===== src/rtl/serial_pkg.sv =====
// Shared types and helpers for the parametrised serial receiver/transmitter family.
package serial_pkg;

  typedef enum logic [2:0] {
    S_IDLE,
    S_START,
    S_DATA,
    S_PARITY,
    S_STOP,
    S_BREAK
  } rx_state_t;

  localparam int unsigned PAR_NONE = 0;
  localparam int unsigned PAR_EVEN = 1;
  localparam int unsigned PAR_ODD  = 2;

  // Bits needed to hold any value in 0..max_val (never less than one).
  function automatic int unsigned cnt_width(input int unsigned max_val);
    return (max_val < 2) ? 1 : $clog2(max_val + 1);
  endfunction

endpackage


===== src/rtl/serial_sync.sv =====
// Flop-chain synchroniser for an asynchronous input; resets to the line idle level (1).
module serial_sync #(
  parameter int unsigned STAGES = 2
) (
  input  logic clk,
  input  logic rst,
  input  logic i_d,
  output logic o_q
);

  logic [STAGES-1:0] r_sync;

  always_ff @(posedge clk or posedge rst) begin
    if (rst) r_sync <= '1;
    else     r_sync <= {r_sync[STAGES-2:0], i_d};
  end

  assign o_q = r_sync[STAGES-1];

endmodule


===== src/rtl/serial_rx_param.sv =====
// Parametrised oversampling serial receiver with parity/framing checks and an
// armed idle timeout that fires once after each frame.
module serial_rx_param
  import serial_pkg::*;
#(
  parameter int unsigned DATA_BITS    = 8,
  parameter int unsigned OVERSAMPLE   = 4,
  parameter int unsigned PARITY       = 0,
  parameter int unsigned TIMEOUT_BITS = 5,
  parameter int unsigned SYNC_STAGES  = 2
) (
  input  logic                 clk,
  input  logic                 rst,
  input  logic                 rx,
  output logic [DATA_BITS-1:0] data_out,
  output logic                 valid,
  output logic                 parity_err,
  output logic                 frame_err,
  output logic                 timeout,
  output logic                 busy
);

  localparam int unsigned H     = OVERSAMPLE / 2;
  localparam int unsigned CNT_W = cnt_width(OVERSAMPLE - 1);
  localparam int unsigned IDX_W = cnt_width(DATA_BITS - 1);
  localparam int unsigned IDL_W = cnt_width(TIMEOUT_BITS);

  rx_state_t            r_state, w_state_next;
  logic [CNT_W-1:0]     r_cnt;
  logic [IDX_W-1:0]     r_idx;
  logic [IDL_W-1:0]     r_idle;
  logic [DATA_BITS-1:0] r_shift;
  logic [DATA_BITS-1:0] r_data_out;
  logic                 r_par_err, r_stop_bit, r_pend, r_armed;
  logic                 r_valid, r_parity_err, r_frame_err, r_timeout, r_busy;

  logic w_rx_s, w_tick, w_half, w_to_hit;
  logic w_cnt_clr, w_shift_en, w_par_en, w_stop_en, w_start_ok;

  serial_sync #(.STAGES(SYNC_STAGES)) u_sync (
    .clk (clk),
    .rst (rst),
    .i_d (rx),
    .o_q (w_rx_s)
  );

  assign w_tick   = (r_cnt == CNT_W'(OVERSAMPLE - 1));
  assign w_half   = (r_cnt == CNT_W'(H - 1));
  assign w_to_hit = r_armed && (r_idle == IDL_W'(TIMEOUT_BITS));

  always_ff @(posedge clk or posedge rst) begin
    if (rst) r_state <= S_IDLE;
    else     r_state <= w_state_next;
  end

  always_comb begin
    w_state_next = r_state;
    w_cnt_clr    = 1'b0;
    w_shift_en   = 1'b0;
    w_par_en     = 1'b0;
    w_stop_en    = 1'b0;
    w_start_ok   = 1'b0;
    case (r_state)
      S_IDLE: begin
        if (!w_rx_s) begin
          w_state_next = S_START;
          w_cnt_clr    = 1'b1;
        end
      end
      S_START: begin
        // Mid start bit: a line already back high is a glitch, not a frame.
        if (w_half) begin
          w_cnt_clr = 1'b1;
          if (w_rx_s) begin
            w_state_next = S_IDLE;
          end else begin
            w_state_next = S_DATA;
            w_start_ok   = 1'b1;
          end
        end
      end
      S_DATA: begin
        if (w_tick) begin
          w_shift_en = 1'b1;
          if (r_idx == IDX_W'(DATA_BITS - 1))
            w_state_next = (PARITY != PAR_NONE) ? S_PARITY : S_STOP;
        end
      end
      S_PARITY: begin
        if (w_tick) begin
          w_par_en     = 1'b1;
          w_state_next = S_STOP;
        end
      end
      S_STOP: begin
        if (w_tick) begin
          w_stop_en    = 1'b1;
          w_state_next = w_rx_s ? S_IDLE : S_BREAK;
        end
      end
      S_BREAK: begin
        if (w_rx_s) w_state_next = S_IDLE;
      end
      default: w_state_next = S_IDLE;
    endcase
  end

  always_ff @(posedge clk or posedge rst) begin
    if (rst) begin
      r_cnt      <= '0;
      r_idx      <= '0;
      r_shift    <= '0;
      r_par_err  <= 1'b0;
      r_stop_bit <= 1'b1;
      r_pend     <= 1'b0;
    end else begin
      if (w_cnt_clr || w_tick) r_cnt <= '0;
      else                     r_cnt <= r_cnt + CNT_W'(1);

      if (r_state != S_DATA) r_idx <= '0;
      else if (w_shift_en)   r_idx <= r_idx + IDX_W'(1);

      if (w_shift_en) r_shift[r_idx] <= w_rx_s;
      if (w_par_en)   r_par_err <= (((^r_shift) ^ w_rx_s) != (PARITY == PAR_ODD));
      if (w_stop_en)  r_stop_bit <= w_rx_s;
      r_pend <= w_stop_en;
    end
  end

  // Result registers update together with the one-cycle valid pulse.
  always_ff @(posedge clk or posedge rst) begin
    if (rst) begin
      r_data_out   <= '0;
      r_valid      <= 1'b0;
      r_parity_err <= 1'b0;
      r_frame_err  <= 1'b0;
      r_busy       <= 1'b0;
    end else begin
      r_valid <= r_pend;
      r_busy  <= (w_state_next != S_IDLE);
      if (r_pend) begin
        r_data_out   <= r_shift;
        r_parity_err <= r_par_err;
        r_frame_err  <= ~r_stop_bit;
      end
    end
  end

  // Idle bit-period counter and the armed timeout; a confirmed start wins.
  always_ff @(posedge clk or posedge rst) begin
    if (rst) begin
      r_idle    <= '0;
      r_armed   <= 1'b0;
      r_timeout <= 1'b0;
    end else begin
      if (!w_rx_s)
        r_idle <= '0;
      else if ((r_state == S_IDLE) && w_tick && (r_idle != IDL_W'(TIMEOUT_BITS)))
        r_idle <= r_idle + IDL_W'(1);

      if (r_pend)                       r_armed <= 1'b1;
      else if (w_to_hit && !w_start_ok) r_armed <= 1'b0;

      if (w_start_ok)    r_timeout <= 1'b0;
      else if (w_to_hit) r_timeout <= 1'b1;
    end
  end

  assign data_out   = r_data_out;
  assign valid      = r_valid;
  assign parity_err = r_parity_err;
  assign frame_err  = r_frame_err;
  assign timeout    = r_timeout;
  assign busy       = r_busy;

endmodule


===== config.mk =====
export PLATFORM = sky130hd
export DESIGN_NAME = serial_rx_param
export DESIGN_NICKNAME = d
export VERILOG_FILES = /design/src/rtl/serial_pkg.sv /design/src/rtl/serial_sync.sv /design/src/rtl/serial_rx_param.sv
export SDC_FILE = /design/constraint.sdc
export NUM_CORES = 1
export LEC_CHECK = 0
export BUFFER_PORTS_ARGS = -buffer_cell sky130_fd_sc_hd__buf_2
export CORE_AREA = 10 10 71 73
export DETAILED_ROUTE_END_ITERATION = 16
export DIE_AREA = 0 0 81 83
export PLACE_DENSITY = 0.69
export SLEW_MARGIN = 5
export SYNTH_ARGS = -nofsm -noshare
export SYNTH_HDL_FRONTEND = slang
export SYNTH_SLANG_ARGS = --single-unit

===== constraint.sdc =====
create_clock -name clk -period 3.4 [get_ports clk]
set_input_delay 0.17 -clock clk [delete_from_list [all_inputs] [get_ports clk]]
set_output_delay 0.17 -clock clk [all_outputs]
set_load 0.03 [all_outputs]

After elaboration in Yosys (flattened, before gate mapping)
Index checks and enable logic that the tools add are counted.
Storage, ports and cells
  register bits after elaboration: 38
  bits in latches: 0
  memory bits (writable): 0
  ROM bits: 0
  bits of input ports: 3
  word-level logic and storage cells: 79
  memories: 0
Operators by class
  add/subtract/negate cells: 3
  multipliers: 0
  divide/modulo/power cells: 0
  magnitude comparators: 2
  eq/ne operators: 12
  shifts and indexed selects: 0
  multiplexer cells: 31
  bitwise gates (word level): 2
  reduce and logical (&&, ||, !) cells: 13
Operators by type and width (count)
  3-bit two-way mux: 12
  3-bit case mux with 6 select lines: 1
  1-bit two-way mux: 13
  3-bit == test, second input constant: 4
  8-bit bitwise mux: 1
  8-bit parity: 1
  3-bit by 1-bit adder with 3-bit output, second input constant: 2
  3-bit by 2-bit == test with 1-bit output, second input constant: 2
  2-bit nonzero test: 3
  1-bit logical AND: 5
  3-bit by 4-bit < comparator with 1-bit output, second input constant: 1
  2-bit two-way mux: 2
  1-bit demux with 3-bit select: 1
  3-bit by 1-bit == test with 1-bit output, second input constant: 1
  3-bit by 1-bit greater-or-equal comparator with 1-bit output, second input constant: 1
  3-bit zero test: 1
  3-bit by 2-bit inequality test with 1-bit output, second input constant: 1
  3-bit inequality test, second input constant: 1
  3-bit nonzero test: 1
  2-bit by 1-bit adder with 2-bit output, second input constant: 1
  2-bit by 1-bit == test with 1-bit output, second input constant: 1
  2-bit == test, second input constant: 1
  2-bit inequality test, second input constant: 1
  1-bit case mux with 2 select lines: 1
  4 further kinds: 4

Depth between registers and ports, before layout
Gate-level depths: netlist of the first run.
  word-level depth: 7
  mapped depth: 6
  mapped depth without buffers: 6

Hierarchy
Synthesis of the first run repeated with hierarchy kept, for this count alone.
Second synthesis, totals
  cells, all modules: 143
  area, all modules: 1759.2 um2
Modules (own cells, without submodules)
  serial_rx_param: times used 1, cells an instance 140, area an instance 1702.9 um2, sequential area each 902.1 um2
  serial_sync: times used 1, cells an instance 3, area an instance 56.3 um2, sequential area each 52.6 um2

Least setup slack after synthesis of the first run
Ideal clock, no wire load.
  path kind: register to register
  from: register u_sync.r_sync[1]
  to: register r_par_err
  data arrival time: 1.500 ns
  required time: 3.275 ns
  slack: 1.775 ns
  stages on the path, launching flop included: 6
  path buffers: 1
  clock period less this slack: 1.625 ns
  path through: dfstp_2 -> buf_6 -> xnor2_1 -> xnor3_1 -> xnor2_1 -> mux2_2
Between the ends
  cells in the longest elaborated chain, start to end: 1
Ends and longest elaborated chain
  start: declaration: line serial_sync.sv:11  | logic [STAGES-1:0] r_sync;
  start signal: assignment: line serial_sync.sv:15  | else r_sync <= {r_sync[STAGES-2:0], i_d};
  1-bit bitwise XOR: line serial_rx_param.sv:124  | if (w_par_en) r_par_err <= (((^r_shift) ^ w_rx_s) != (PARITY == PAR_ODD));
  end signal: assignment: line serial_rx_param.sv:124
  end: declaration: line serial_rx_param.sv:34  | logic r_par_err, r_stop_bit, r_pend, r_armed;
No other way between the ends.
A chain may end at the register's enable or synchronous reset.

Worst setup path in the final report of the first run
  from: register r_cnt[0]
  to: register r_shift[3]
Between the ends
  cells in the longest elaborated chain, start to end: 3
Ends and longest elaborated chain
  start: declaration: line serial_rx_param.sv:29  | logic [CNT_W-1:0] r_cnt;
  start signal: assignment: line serial_rx_param.sv:118  | else r_cnt <= r_cnt + CNT_W'(1);
  2-bit == test: line serial_rx_param.sv:47  | assign w_tick = (r_cnt == CNT_W'(OVERSAMPLE - 1));
  1-bit two-way mux: line serial_rx_param.sv:83  | if (w_tick) begin
  1-bit two-way mux: line serial_rx_param.sv:63  | case (r_state)
  end signal: indexed assignment: line serial_rx_param.sv:123  | if (w_shift_en) r_shift[r_idx] <= w_rx_s;
  end: declaration: line serial_rx_param.sv:32  | logic [DATA_BITS-1:0] r_shift;
No other way between the ends.

==> impl_metrics.json, run 1 <==
{
  "worst_pin_slew_ns": 0.540,
  "viasPerCell": 5.20,
  "power.switching_uw": 378,
  "synth_top_area_cell": "dfrtp_1",
  "mappedNetlistArea_um2": 1770,
  "cp.required_ns": 3.58,
  "reg2reg_from": "r_cnt[0]$_DFF_PP0_",
  "crit_path_end_kind": "flip-flop",
  "synth_area_leaders": "dfrtp_1, mux2_2, dfstp_2",
  "dp.cells": 200,
  "cpMaxStageDelayCell": "ha_1",
  "cts.sinks": 38,
  "vdd_drop_max_uv": 377,
  "pre_cts_ws_ns": 1.41,
  "drt_wl_total_um": 2870,
  "critPathKind": "flip-flop to flip-flop",
  "grt_pass1_wl_um": 5290,
  "pin_count": 16,
  "intPower_uw": 816,
  "worstPathMaxFanout": 12,
  "die_w_um": 81,
  "first_iter_violations": 62,
  "firstDrtPassIters": 4,
  "async_flop_share": 1.00,
  "grt_start_max_net_pins": 39,
  "yosysMostFrequentCell": "dfrtp_1",
  "path_buf_inv": 0,
  "setup-tns-final_ns": 0,
  "final_area_um2": 1970,
  "ys_seq_area_frac": 0.540,
  "seq_power_share": 0.501,
  "relSlewSlack": 0.640,
  "tritoncts": "built",
  "layout.cells.non_filler": 210,
  "start_util": 0.486,
  "final_hold_viol_count": 0,
  "grt_antenna_before_repair": 0,
  "synth-main-ff-cell": "dfrtp_1",
  "min_from": "u_sync.r_sync[0]$_DFF_PP1_",
  "synth-edff-count": 0,
  "worst_slack_ns": 1.41,
  "cp_top_family": "simple AND/OR/NAND/NOR gates",
  "drive_gt1_frac": 0.290,
  "drc": 0,
  "antennaDiodeCount": 0,
  "placed_area_um2": 1860,
  "critical-path-max-stage-delay_ns": 0.42,
  "holdPathEnd": "u_sync.r_sync[1]$_DFF_PP1_",
  "root_buffer": "clkbuf_8",
  "gp_congestion": 0.765,
  "synth_top_area_frac": 0.496,
  "grt_pass1_vias": 1153,
  "cap_violations": 0,
  "hold_path_class": "flip-flop to flip-flop",
  "r2r_cells": 5,
  "syn_nets": 154,
  "core_area_um2": 3630,
  "grtUsageTotal": 0.101,
  "layout.nets": 170,
  "finalCritPeriodShare": 0.586,
  "power_uw": 1190,
  "reg2reg_slack_ns": 1.41,
  "status": "complete, no violations",
  "syn2layout_area_growth_pct": 11.4,
  "vias": 1092,
  "avgSynthCellArea_um2": 12.2,
  "slew_viol_final": 0,
  "setup_viol": 0,
  "p_comb_frac": 0.232,
  "rows": 22,
  "clockBufferDepth": 2,
  "synth_seq_cells": 38,
  "switching_share": 0.317,
  "r2r-end": "r_shift[3]$_DFFE_PP0P_",
  "dieArea_um2": 6720,
  "synth_cells": 145,
  "ant_nets": 0,
  "dpl.hpwl_um": 1990,
  "wl_per_cell_um": 13.6,
  "die_h_um": 83,
  "critical_path_arrival_ns": 2.17,
  "num-fill-cells": 327,
  "htreeDepth": 2,
  "grt_setup_unrepaired": "false",
  "min_path_cells": 0,
  "overflow": 0,
  "crit_path_cell_trace": "ha_1 > nor3b_4 > nand3_1 > nor3b_1 > mux2_2",
  "cts.clk_slew.worst_paths_ns": 0.07,
  "cts_buffers": 5,
  "fin_crit_ns": 1.99,
  "synth_common_cells": "dfrtp_1, mux2_2, nor2_1",
  "skew_ns": 0.00743,
  "portBuffers": 15,
  "leakagePower_uw": 0.000965,
  "start_kind": "flip-flop",
  "ys_warn_count": 0,
  "fmax_ghz": 0.502,
  "p_clk_frac": 0.266,
  "yosys.cell_types.count": 32,
  "clk-insertion-delay-late_ns": 0.30,
  "power_density_nw_per_um2": 607
}
## cells by family (layout without fill, tap and decap cells)
family / count (synthesis) / after routing / synth area share
adders and majority gates: 6 / 6 / 0.0425
DFF: 38 / 38 / 0.540
buffers and inverters: 16 / 33 / 0.0446
and+or+nand+nor: 35 / 35 / 0.109
muxes: 24 / 24 / 0.149
xor gates and xnor gates: 10 / 10 / 0.0574
AOI/OAI and AO/OA: 16 / 16 / 0.0567
## flip-flops by register name (all words and copies together), names as in the netlist, 2 cells and up
name,flops
r_state,3
r_idx,3
data_out,8
u_sync.r_sync,2
r_idle,3
r_cnt,2
r_shift,8
## worst reg2reg max path: stages, from the launching register on
cell	delay [ns]
dfrtp_1	0.37
ha_1	0.42
nor3b_4	0.31
nand3_1	0.17
nor3b_1	0.25
mux2_2	0.36
## worst max-delay path by stage
stage	start	to	slack, ns	depth (start not counted)
5_1_grt	r_cnt[0]$_DFF_PP0_	r_shift[3]$_DFFE_PP0P_	1.21	5
3_3_place_gp	r_cnt[0]$_DFF_PP0_	r_shift[5]$_DFFE_PP0P_	1.47	5
2_1_floorplan	u_sync.r_sync[1]$_DFF_PP1_	r_par_err$_DFFE_PP0P_	1.77	5
4_1_cts	r_cnt[0]$_DFF_PP0_	r_shift[5]$_DFFE_PP0P_	1.39	5
3_5_place_dp	r_cnt[0]$_DFF_PP0_	r_shift[5]$_DFFE_PP0P_	1.41	5
6_report	r_cnt[0]$_DFF_PP0_	r_shift[3]$_DFFE_PP0P_	1.41	5
## through the flow
step / utilization / hold slack (ns)
3_5_place_dp: 0.511 / 0.277
2_1_floorplan: - / 0.174
5_1_grt: 0.542 / 0.364
4_1_cts: 0.542 / 0.359
3_3_place_gp: 0.511 / 0.279
6_report: 0.542 / 0.357
## power by group through the flow
stage,clock [µW],combinational [µW],sequential [µW]
after CTS,329,283,600
after global placement,0,270,602
after global routing,350,316,615
after floorplan,0,247,590
final,318,278,598
after detailed placement,0,279,609
## area by class of cell
class / count / area, µm² / area share
clock buffer: 7 / 86.3 / 0.0439
clock inverter: 1 / 5.00 / 0.00254
inverter: 7 / 26.3 / 0.0134
multi-input combinational: 91 / 733 / 0.373
sequential: 38 / 955 / 0.485
tap: 48 / 60.1 / 0.0305
timing repair buffer: 18 / 103 / 0.0521
## layout by cell type (no fill, tap or decap), drive strengths merged, types with 2 or more instances in the layout
cell         Yosys  final
nand2b           2      2
dlygate4sd3      0      2
a21oi            3      3
and2             3      3
nand2            7      7
mux2i            5      5
buf              5     16
mux2            19     19
dfrtp           35     35
o22ai            2      2
clkbuf           4      7
inv              7      7
nand3            4      4
nor4             2      2
xnor2            8      8
nand3b           2      2
o21ai            5      5
nor3b            3      3
nor2             9      9
dfstp            3      3
a21o             2      2
ha               6      6
## timing repair
action	in CTS	in global routing
buffers inserted	0	0
endpoints found under the hold margin	36	0
gates resized for setup	0	0
hold buffers	2	0
## routing by layer
layer | vias up | wire (µm) | GRT usage
li1 | 531 | - | -
met1 | 539 | 1290 | 0.111
met2 | 15 | 1340 | 0.156
met3 | 7 | 154 | 0.0442
met4 | 0 | 78 | 0.0563
met5 | - | 0 | 0
Note: power is estimated with default switching activity, not from simulation.
==> run 2: changes to the inputs <==
- PLACE_DENSITY: 0.69 -> 0.71
- clock period: 3.4 -> 1.6 ns (I/O delays scaled with it)
==> impl_metrics.json, run 2 (synthesized netlist as in run 1, its figures left out) <==
{
  "status": "complete, no violations",
  "cts_buffers": 5,
  "fin_hold_ws_ns": 0.359,
  "drive_gt1_frac": 0.376,
  "cts.clk_slew.worst_paths_ns": 0.07,
  "vias": 1103,
  "setup-tns-final_ns": 0,
  "r2r-end": "r_shift[5]$_DFFE_PP0P_",
  "start_util": 0.486,
  "drt_wl_total_um": 3030,
  "crit_path_end_kind": "flip-flop",
  "viasPerCell": 5.06,
  "vdd_drop_max_uv": 842,
  "drc": 0,
  "min_path_cells": 0,
  "power_density_nw_per_um2": 1280,
  "grtUsageTotal": 0.0982,
  "worstPathMaxFanout": 4,
  "min_from": "u_sync.r_sync[0]$_DFF_PP1_",
  "ant_nets": 0,
  "fmax_ghz": 0.640,
  "tritoncts": "built",
  "relSlewSlack": 0.624,
  "worst_pin_slew_ns": 0.565,
  "skew_ns": 0.00785,
  "pin_count": 16,
  "root_buffer": "clkbuf_8",
  "setup_viol": 0,
  "die_h_um": 83,
  "htreeDepth": 2,
  "final_area_um2": 2080,
  "antennaDiodeCount": 0,
  "core_area_um2": 3630,
  "gp_congestion": 0.774,
  "die_w_um": 81,
  "final_common_cell": "dfrtp_1",
  "dp.cells": 207,
  "seq_area_um2": 955,
  "final_cell_mix": "dfrtp_1, mux2_2, buf_2",
  "grt_pass1_wl_um": 5290,
  "wl_per_cell_um": 13.9,
  "leakagePower_uw": 0.00101,
  "syn2layout_area_growth_pct": 17.8,
  "dpl.hpwl_um": 2110,
  "clk-insertion-delay-late_ns": 0.30,
  "layout.cells.non_filler": 218,
  "portBuffers": 15,
  "grt_setup_unrepaired": "true",
  "grt_antenna_before_repair": 0,
  "first_iter_violations": 45,
  "reg2reg_from": "r_cnt[1]$_DFF_PP0_",
  "overflow": 0,
  "grt_start_max_net_pins": 39,
  "finalCritPeriodShare": 0.977,
  "cap_violations": 0,
  "layout.nets": 178,
  "clockBufferDepth": 2,
  "hold_path_class": "flip-flop to flip-flop",
  "firstDrtPassIters": 4,
  "placed_area_um2": 1910,
  "slew_viol_final": 0,
  "critical_path_arrival_ns": 1.75,
  "r2r_cells": 5,
  "num-fill-cells": 321,
  "final_hold_viol_count": 0,
  "fin_crit_ns": 1.56,
  "cp.required_ns": 1.78,
  "dieArea_um2": 6720,
  "holdPathEnd": "u_sync.r_sync[1]$_DFF_PP1_",
  "grt_pass1_vias": 1149,
  "reg2reg_slack_ns": 0.04,
  "critPathKind": "flip-flop to flip-flop",
  "multi_input_comb_area_um2": 782,
  "rows": 22,
  "start_kind": "flip-flop",
  "cts.sinks": 38
}
run 2: repair_timing:
action	4_1_cts	5_1_grt
endpoints found under the setup margin	3	11
hold buffers	2	0
gates resized for setup	4	7
endpoints found under the hold margin	36	0
setup buffers	0	1
pin swaps	0	3
run 2: critical path, cell delays in order, from the launching register on:
cell and delay, ns:
dfrtp_1 0.35, ha_2 0.18, nor3b_4 0.23, nand3_2 0.16, nor3b_2 0.23, mux2_4 0.31
run 2: worst max path at each step:
| stage | from | endpoint | cells past startpoint |
|---|---|---|---|
| after floorplan | r_cnt[0]$_DFF_PP0_ | r_shift[5]$_DFFE_PP0P_ | 5 |
| after global placement | r_cnt[0]$_DFF_PP0_ | r_shift[5]$_DFFE_PP0P_ | 5 |
| after detailed placement | r_cnt[0]$_DFF_PP0_ | r_shift[5]$_DFFE_PP0P_ | 5 |
| after CTS | r_cnt[0]$_DFF_PP0_ | r_shift[5]$_DFFE_PP0P_ | 5 |
| after global routing | r_cnt[0]$_DFF_PP0_ | r_shift[5]$_DFFE_PP0P_ | 5 |
| final | r_cnt[1]$_DFF_PP0_ | r_shift[5]$_DFFE_PP0P_ | 5 |
run 2: routing by layer:
metal,global-route usage,part of all wire
met1,0.116,0.45
met2,0.153,0.49
met5,0,0
met3,0.0409,0.053
met4,0.0376,0.012
run 2: area by class of cell:
| type | instances | share of cell area |
|---|---|---|
| clock buffer | 6 | 0.0397 |
| clock inverter | 2 | 0.00601 |
| inverter | 7 | 0.0126 |
| multi-input combinational | 91 | 0.376 |
| sequential | 38 | 0.459 |
| tap | 48 | 0.0289 |
| timing repair buffer | 26 | 0.0782 |
run 2: per-stage QoR:
stage / setup slack [ns] / utilization / total power (µW)
finish: 0.0373 / 0.573 / 2660
global route: -0.0730 / 0.573 / 2850
CTS: 0.0125 / 0.563 / 2680
detailed placement: -0.0577 / 0.525 / 1970
global placement: 0.0321 / 0.525 / 1940
floorplan: 0.0294 / - / 1770
run 2: report_power, final:
part | switching, µW | internal, µW | total, µW | leakage [µW]
logic | 394 | 355 | 749 | 0.000456
registers | 127 | 1100 | 1230 | 0.000507
clock network | 336 | 346 | 682 | 0.0000472
total | 857 | 1810 | 2660 | 0.00101
==> run 3: changes to the inputs <==
- CORE_AREA: 10 10 71 73 -> 10 10 66 79
- DIE_AREA: 0 0 81 83 -> 0 0 76 89
==> impl_metrics.json, run 3 (synthesized netlist as in run 1, its figures left out) <==
{
  "reg2reg_from": "r_cnt[0]$_DFF_PP0_",
  "final_hold_viol_count": 0,
  "min_from": "u_sync.r_sync[0]$_DFF_PP1_",
  "met3_usage": 0.0322,
  "clk-insertion-delay-late_ns": 0.29,
  "grt_antenna_before_repair": 0,
  "grt_use_met2": 0.181,
  "root_buffer": "clkbuf_8",
  "status": "complete, no violations",
  "critical_path_arrival_ns": 1.74,
  "cts_buffers": 5,
  "firstDrtPassIters": 4,
  "grt_pass1_vias": 1144,
  "power_uw": 2670,
  "num-fill-cells": 316,
  "grt_busiest_layer": "met2",
  "final_cell_mix": "dfrtp_1, mux2_2, buf_2",
  "start_util": 0.467,
  "tritoncts": "built",
  "vdd_drop_max_uv": 667,
  "fin_crit_ns": 1.56,
  "relSlewSlack": 0.633,
  "power.switching_uw": 872,
  "crit_path_end_kind": "flip-flop",
  "p_clk_frac": 0.251,
  "intPower_uw": 1800,
  "gp_congestion": 0.798,
  "layout.cells.non_filler": 223,
  "htreeDepth": 2,
  "leakagePower_uw": 0.00100,
  "worst_pin_slew_ns": 0.550,
  "drive_gt1_frac": 0.355,
  "pin_count": 16,
  "antennaDiodeCount": 0,
  "dieArea_um2": 6760,
  "grtUsageTotal": 0.104,
  "worstPathMaxFanout": 4,
  "syn2layout_area_growth_pct": 16.7,
  "start_kind": "flip-flop",
  "power_density_nw_per_um2": 1290,
  "slew_viol_final": 0,
  "cts_setup_buffers": 0,
  "met1_usage": 0.109,
  "crit_start": "r_cnt[0]$_DFF_PP0_",
  "dp.cells": 213,
  "fmax_ghz": 0.640,
  "cts.sinks": 38,
  "drt_wl_total_um": 3260,
  "hold_path_class": "flip-flop to flip-flop",
  "core_area_um2": 3780,
  "grt_start_max_net_pins": 39,
  "layout.nets": 177,
  "dpl.hpwl_um": 2210,
  "cts.clk_slew.worst_paths_ns": 0.07,
  "viasPerCell": 4.96,
  "wl_per_cell_um": 14.6,
  "vias": 1105,
  "seq_power_share": 0.464,
  "finalCritPeriodShare": 0.976,
  "first_iter_violations": 56,
  "portBuffers": 15,
  "skew_ns": 0.00610,
  "setup_viol": 0,
  "p_comb_frac": 0.285,
  "overflow": 0,
  "die_h_um": 89,
  "grt_setup_unrepaired": "true",
  "final_common_cell": "dfrtp_1",
  "drc": 0,
  "switching_share": 0.327,
  "cp.required_ns": 1.78,
  "die_w_um": 76,
  "cap_violations": 0,
  "rows": 25,
  "critPathKind": "flip-flop to flip-flop",
  "clockBufferDepth": 2,
  "ant_nets": 0,
  "grt_pass1_wl_um": 5560
}
[run 3: cell count changes in the layout (fill, tap and decap cells not counted)]
| cell | previous run | this run |
|---|---|---|
| clkinvlp_4 | 1 | 0 |
| nor3_2 | 1 | 0 |
| ha_1 | 5 | 6 |
| mux2_2 | 16 | 18 |
| ha_2 | 1 | 0 |
| mux2_4 | 3 | 1 |
| buf_4 | 9 | 8 |
| clkbuf_1 | 0 | 1 |
| nor3_1 | 0 | 1 |
[run 3: timing repair]
action	4_1_cts	5_1_grt
endpoints found under the setup margin	3	10
hold buffers	2	0
resized for setup	4	3
endpoints found under the hold margin	36	0
gates cloned	0	0
pin swaps	0	2
[run 3: per-stage QoR]
step	instance area, µm²	hold slack, ns	TNS (ns)	setup slack [ns]	util
after floorplan	1770	0.0845	0	0.0294	-
after global placement	1920	0.190	0	0.0396	0.506
after detailed placement	1920	0.194	-0.0179	-0.0179	0.506
after CTS	2050	0.361	0	0.0160	0.542
after global routing	2060	0.364	-0.215	-0.0573	0.545
final	2060	0.359	0	0.0381	0.545
[run 3: cell type report]
type                            instances  area, µm²  area share
Timing Repair Buffer                   25        155      0.0752
Multi-Input combinational cell         91        767       0.372
Clock buffer                            7       86.3      0.0419
Sequential cell                        38        955       0.463
Tap cell                               54       67.6      0.0328
Inverter                                7       26.3      0.0127
Clock inverter                          1       5.00     0.00243
[run 3: path summary, 6_finish.rpt]
| check | endpoint | slack (ns) | cells past startpoint |
|---|---|---|---|
| worst max-delay path | r_shift[5]$_DFFE_PP0P_ | 0.04 | 5 |
| min in group asynchronous | r_state[0]$_DFF_PP0_ | 0.43 | 4 |
| worst min-delay path | u_sync.r_sync[1]$_DFF_PP1_ | 0.36 | 0 |
| worst min register to register | u_sync.r_sync[1]$_DFF_PP1_ | 0.36 | 0 |
| worst max register to register | r_shift[5]$_DFFE_PP0P_ | 0.04 | 5 |
| max in group asynchronous | u_sync.r_sync[0]$_DFF_PP1_ | 0.82 | 4 |
[run 3: critical path, cell delays in order (launching register included)]
cell and delay (ns):
dfrtp_1 0.35, ha_1 0.17, nor3b_4 0.23, nand3_2 0.15
nor3b_2 0.21, mux2_2 0.34
[run 3: power by group through the flow]
stage / clock [µW] / combinational, µW / sequential, µW
2_1_floorplan: 0 / 517 / 1250
3_3_place_gp: 0 / 709 / 1240
3_5_place_dp: 0 / 746 / 1250
4_1_cts: 685 / 756 / 1230
5_1_grt: 737 / 846 / 1260
6_report: 671 / 761 / 1240
[run 3: layer usage]
metal	share of wire	routed length, µm	vias up
li1	-	-	541
met1	0.43	1400	523
met2	0.49	1600	30
met3	0.044	143	11
met4	0.035	114	0
met5	0	0	-
